--- config.mk ---
export PLATFORM = sky130hd
export DESIGN_NAME = program_loader
export DESIGN_NICKNAME = d
export VERILOG_FILES = /design/src/rtl/program_loader.sv
export SDC_FILE = /design/constraint.sdc
export NUM_CORES = 1
export LEC_CHECK = 0
export BUFFER_PORTS_ARGS = -buffer_cell sky130_fd_sc_hd__buf_4
export CAP_MARGIN = 20
export CORE_AREA = 2 2 69 71
export DETAILED_ROUTE_END_ITERATION = 8
export DIE_AREA = 0 0 71 73
export GPL_TIMING_DRIVEN = 0
export SETUP_SLACK_MARGIN = 0.2
export SYNTH_ARGS = -nofsm -noshare
export SYNTH_HDL_FRONTEND = slang
export SYNTH_SLANG_ARGS = --single-unit
--- constraint.sdc ---
create_clock -name clock -period 1.81 [get_ports clock]
set_input_delay 0.181 -clock clock [delete_from_list [all_inputs] [get_ports clock]]
set_output_delay 0.181 -clock clock [all_outputs]
set_load 0.1 [all_outputs]
--- src/rtl/program_loader.sv ---
// Front-end sequencer for the 8-bit CPU: keys a program into program memory,
// runs the core under a watchdog and parks it in HALT until acknowledged.
module program_loader #(
    parameter int DEPTH           = 32,
    parameter int ADDR_WIDTH      = 5,
    parameter int DATA_WIDTH      = 8,
    parameter int WATCHDOG_CYCLES = 255
) (
    input  logic                  clock,
    input  logic                  reset,
    input  logic                  enter,
    input  logic                  start,
    input  logic                  load_mode,
    input  logic [DATA_WIDTH-1:0] switch_data,
    input  logic [ADDR_WIDTH-1:0] core_pc,
    input  logic                  core_done,
    output logic [ADDR_WIDTH-1:0] mem_address,
    output logic [DATA_WIDTH-1:0] mem_write_data,
    output logic                  mem_write_enable,
    output logic                  core_reset_n,
    output logic                  core_run,
    output logic [ADDR_WIDTH:0]   load_count,
    output logic                  overflow,
    output logic                  timeout,
    output logic                  halted,
    output logic [1:0]            state
);

    typedef enum logic [1:0] {
        IDLE = 2'd0,
        LOAD = 2'd1,
        RUN  = 2'd2,
        HALT = 2'd3
    } state_t;

    localparam logic [ADDR_WIDTH:0] FULL_COUNT    = (ADDR_WIDTH+1)'(DEPTH);
    localparam logic [7:0]          WATCHDOG_LAST = 8'(WATCHDOG_CYCLES - 1);

    state_t                  state_q, state_d;
    logic                    enter_q, start_q;
    logic                    enter_rise, start_rise;
    logic [ADDR_WIDTH-1:0]   write_ptr_q;
    logic [ADDR_WIDTH:0]     load_count_q;
    logic [7:0]              watchdog_q;
    logic                    overflow_q, timeout_q;
    logic                    write_enable_q;
    logic [ADDR_WIDTH-1:0]   write_address_q;
    logic [DATA_WIDTH-1:0]   write_data_q;

    logic do_write, set_overflow, clear_load, start_run, set_timeout;

    assign enter_rise = enter & ~enter_q;
    assign start_rise = start & ~start_q;

    always_ff @(posedge clock) begin
        if (!reset) begin
            state_q         <= IDLE;
            enter_q         <= 1'b0;
            start_q         <= 1'b0;
            write_ptr_q     <= '0;
            load_count_q    <= '0;
            watchdog_q      <= '0;
            overflow_q      <= 1'b0;
            timeout_q       <= 1'b0;
            write_enable_q  <= 1'b0;
            write_address_q <= '0;
            write_data_q    <= '0;
        end else begin
            state_q        <= state_d;
            enter_q        <= enter;
            start_q        <= start;
            write_enable_q <= do_write;
            // The address register returns to zero outside a write so IDLE/LOAD present address 0.
            write_address_q <= do_write ? write_ptr_q : '0;
            if (do_write)
                write_data_q <= switch_data;

            if (clear_load) begin
                write_ptr_q  <= '0;
                load_count_q <= '0;
                overflow_q   <= 1'b0;
            end else if (do_write) begin
                write_ptr_q  <= write_ptr_q + ADDR_WIDTH'(1);
                load_count_q <= load_count_q + (ADDR_WIDTH+1)'(1);
            end
            if (set_overflow)
                overflow_q <= 1'b1;

            if (start_run) begin
                watchdog_q <= '0;
                timeout_q  <= 1'b0;
            end else if (state_q == RUN) begin
                watchdog_q <= watchdog_q + 8'd1;
            end
            if (set_timeout)
                timeout_q <= 1'b1;
        end
    end

    always_comb begin
        state_d      = state_q;
        do_write     = 1'b0;
        set_overflow = 1'b0;
        clear_load   = 1'b0;
        start_run    = 1'b0;
        set_timeout  = 1'b0;
        core_reset_n = 1'b0;
        core_run     = 1'b0;
        halted       = 1'b0;
        mem_address  = write_address_q;
        case (state_q)
            IDLE: begin
                if (load_mode) begin
                    state_d    = LOAD;
                    clear_load = 1'b1;
                end else if (start_rise && load_count_q != '0) begin
                    state_d   = RUN;
                    start_run = 1'b1;
                end
            end
            LOAD: begin
                // A strobe in the same cycle load_mode drops still commits its byte.
                if (enter_rise) begin
                    if (load_count_q < FULL_COUNT)
                        do_write = 1'b1;
                    else
                        set_overflow = 1'b1;
                end
                if (!load_mode)
                    state_d = IDLE;
            end
            RUN: begin
                core_reset_n = 1'b1;
                core_run     = 1'b1;
                mem_address  = core_pc;
                if (core_done) begin
                    state_d = HALT;
                end else if (watchdog_q == WATCHDOG_LAST) begin
                    state_d     = HALT;
                    set_timeout = 1'b1;
                end
            end
            HALT: begin
                core_reset_n = 1'b1;
                halted       = 1'b1;
                mem_address  = core_pc;
                if (enter_rise)
                    state_d = IDLE;
            end
            default: state_d = IDLE;
        endcase
    end

    assign mem_write_data   = write_data_q;
    assign mem_write_enable = write_enable_q;
    assign load_count       = load_count_q;
    assign overflow         = overflow_q;
    assign timeout          = timeout_q;
    assign state            = state_q;

endmodule
==> metrics.md <==
| Metric | Value |
|---|---|
| Status | finished clean |
| Clk pin slew, worst setup/hold paths | 0.08 ns |
| Wire length per cell | 13.08 um |
| Slew headroom | 58.93% |
| Die area | approximately 5200 sq um |
| Clock sink count | 39 |
| Die Y | roughly 73 um |
| Maximum vdd drop | just over 400 uV |
| Yosys reg bits | 39 |
| 1st-pass router iterations | 4 |
| Clk Latency, worst-skew pair | 0.30 ns |
| FF-to-FF Start | load_count[0] |
| Clk network pwr share | 35.2% |
| Final ANT Viol Nets | 0 |
| Initial Utilization | 38.21% |
| Num ports | 46 |
| CTS root buf | clkbuf_8 |
| Post-CTS Hold Buffers | 0 |
| Htree depth | 2 |
| Fmax | 601.3 MHz |
| Worst path cell trace | inv_2 > ha_2 > or4b_4 > o211a_4 > buf_6 > o21a_1 |
| Synth warn | 0 |
| Hold Crit Class | in -> reg |
| Gate Count Post-Synth | between 150 and 200 |
| Synth Flop Type | dfxtp_1 |
| Final WL | 3962 um |
| CTS buffer count | 5 |
| Startpoint types | flop |
| Fin crit period | 1.663 ns |
| Distinct cells, synth | 38 |
| Crit Reg-Reg Endpoint | state[1] |
| Max_cap viols | 0 |
| Remaining DRCs | 0 |
| Grt ovf | 0 |
| Slowest cell delay on critical path | between 0.4 and 0.5 ns |
| Total core area | 4536 sq um |
| Ys async rst share | 0% |
| Worst hold endpoint | enter_q |
| Mapped Area | 1733 sq um |
| Fraction of layout cells with a size suffix above 1 | 38.55% |
| Vias | 1576 |
| PwrDens | 672.6 nW/um^2 |
| First-pass GRT wire length | 6651 um |
| Die W | 71 um |
| Iter 0 DRT Violations | 68 |
| Setup-failing EPs final | 0 |
| Hold Startpoint | enter |
| Switching share of total power | 25.80% |
| Initial antenna violation count | 0 |
| Worst R2R Setup Slack | 0.15 ns |
| Comb power frac | 10.7% |
| Commonest non-fill, non-tap cell in the layout | buf_4 |
| Worst Skew | about 0.0073 ns |
| Avg Cell Area, Syn | 9.121 sq um |
| Placed insts | 289 |
| Largest cells by area after synthesis | dfxtp_1 45%, o21ai_0 6.1%, a21oi_1 5.2%, nand3_1 3.8%, ha_1 3.6% |
| Gr usage total | 16.28% |
| Rows | 25 |
| Post-route insts no fill | 303 |
| Clock Tree Buf Depth | 2 |
| Slowest CP cell | or4b_4 |
| Measured slew at the worst slew-check pin | between 0.6 and 0.7 ns |
| Area growth syn-to-layout | 38.20% |
| Worst setup margin | 0.1469 ns |
| DP HPWL | between 2000 and 3000 um |
| Vias in the first global route | approximately 1500 |
| CP Class | reg -> reg |
| P_int | 1195 uW |
| Number of flops mapped to enable cells by yosys | 0 |
| Yosys top cell by area | dfxtp_1 |
| TritonCTS clock tree | built |
| Synth top area share | 45.05% |
| Worst hold stages | 2 |
| Unrepaired setup endpoints after global routing | yes |
| Final core occ | between 50% and 60% |
| Syn nets | ~210 |
| Largest net degree at the start of global routing | 12 |
| Via density | 5.201 |
| Total Power | about 1600 uW |
| Worst Path Required | about 2 ns |
| Leakage | 0.0009062 uW |
| Setup tns final | 0 ns |
| ANT cells | 0 |
| Sequential Power Share | 54.0% |
| Commonest non-fill, non-tap cells in the layout | 44 x buf_4, 31 x dfxtp_1, 21 x o21ai_0 |
| WP data arrival | 1.85 ns |
| DP Worst Slack | 0.1355 ns |
| Fin. Hold Viols | 0 |
| Period utilization | about nine tenths |
| R2R depth | 6 |
| Port Buffers | 45 |
| Placer Congestion | 0.7387 |
| Sequential share of the synthesized area | 45.05% |
| P_sw | 415.6 uW |
| Nets | about 270 |
| Critical-path maximum fanout | 5 |
| Worst setup EP type | flop |
| Max Slew Vio Count | 0 |
-- metrics by stage --
stage	hold WS, ns	area [sq um]
after CTS	0.1040	2301
after global placement	0.4057	2191
after floorplan	0.2978	1785
after detailed placement	0.4066	2191
final	0.1162	2395
after global routing	0.1182	2395
-- power by group through the flow --
stage / Clock, uW / Sequential (uW) / Combinational (uW)
2_1_floorplan: 0 / 944 / 52.8
3_3_place_gp: 0 / 891 / 166
3_5_place_dp: 0 / 891 / 167
4_1_cts: 581 / 870 / 170
5_1_grt: 627 / 871 / 183
6_report: 568 / 870 / 173
-- worst max-delay path by stage --
stage | startpoint | to | slack, ns | depth (start not counted)
2_1_floorplan | state[1] | watchdog_q[1] | 0.02 | 4
3_5_place_dp | state[0] | mem_write_data[3] | 0.14 | 5
4_1_cts | load_count[0] | watchdog_q[1] | 0.18 | 6
6_report | load_count[0] | state[1] | 0.15 | 6
5_1_grt | load_count[0] | watchdog_q[1] | 0.10 | 6
3_3_place_gp | state[0] | load_count[1] | 0.14 | 5
-- synthesized netlist by cell type (all sizes together), types with 8 or more instances --
| master | count |
|---|---|
| dfxtp | 39 |
| or3 | 9 |
| clkbuf | 11 |
| o21ai | 21 |
| inv | 9 |
| and2 | 8 |
| nand3 | 13 |
| a21oi | 18 |
-- critical path: cells and delay by family, from the launching register on --
family,cells,cell delay [ns]
simple gates,1,0.46
compound gates,2,0.42
flops,1,0.35
buf+inv,2,0.18
fa+ha+maj,1,0.15
-- state kept, by name, summed over array words and instances, names as in the netlist, 2 cells and up --
signal / flops
mem_write_data: 8
watchdog_q: 8
load_count: 6
write_address_q: 5
write_ptr_q: 5
state: 2
-- cell type report --
type	count	area (sq um)
multi-input cells	128	918.4
inverters	9	33.78
clock inverters	1	5.005
well taps	54	67.56
plain buffers	14	83.83
flip-flops and latches	39	800.8
repair buffers	51	409.1
clock buffers	7	76.32
fillers	434	2141
-- metal layers --
layer / global-route usage [%] / vias up / wire length (um)
met3: 4.006 / 9 / 189
met1: 20.85 / 720 / 1950
met4: 8.805 / 0 / 100
met2: 25.34 / 43 / 1721
li1: - / 804 / -
met5: 0 / - / 0
-- kinds of logic after synthesis --
kind of cell / synth area share, %
buf+inv: 5.704
mux: 3.249
xor+xnor: 1.011
compound gates: 20.29
flops: 45.05
simple gates: 21.08
fa+ha+maj: 3.610
-- timing repair --
| item | CTS | global route |
|---|---|---|
| cloned | 0 | 1 |
| setup buffers | 2 | 3 |
| endpoints found under the setup margin | 19 | 31 |
| gates resized for setup | 4 | 19 |
| pin swaps | 0 | 4 |
(Power assumes the default switching activity.)
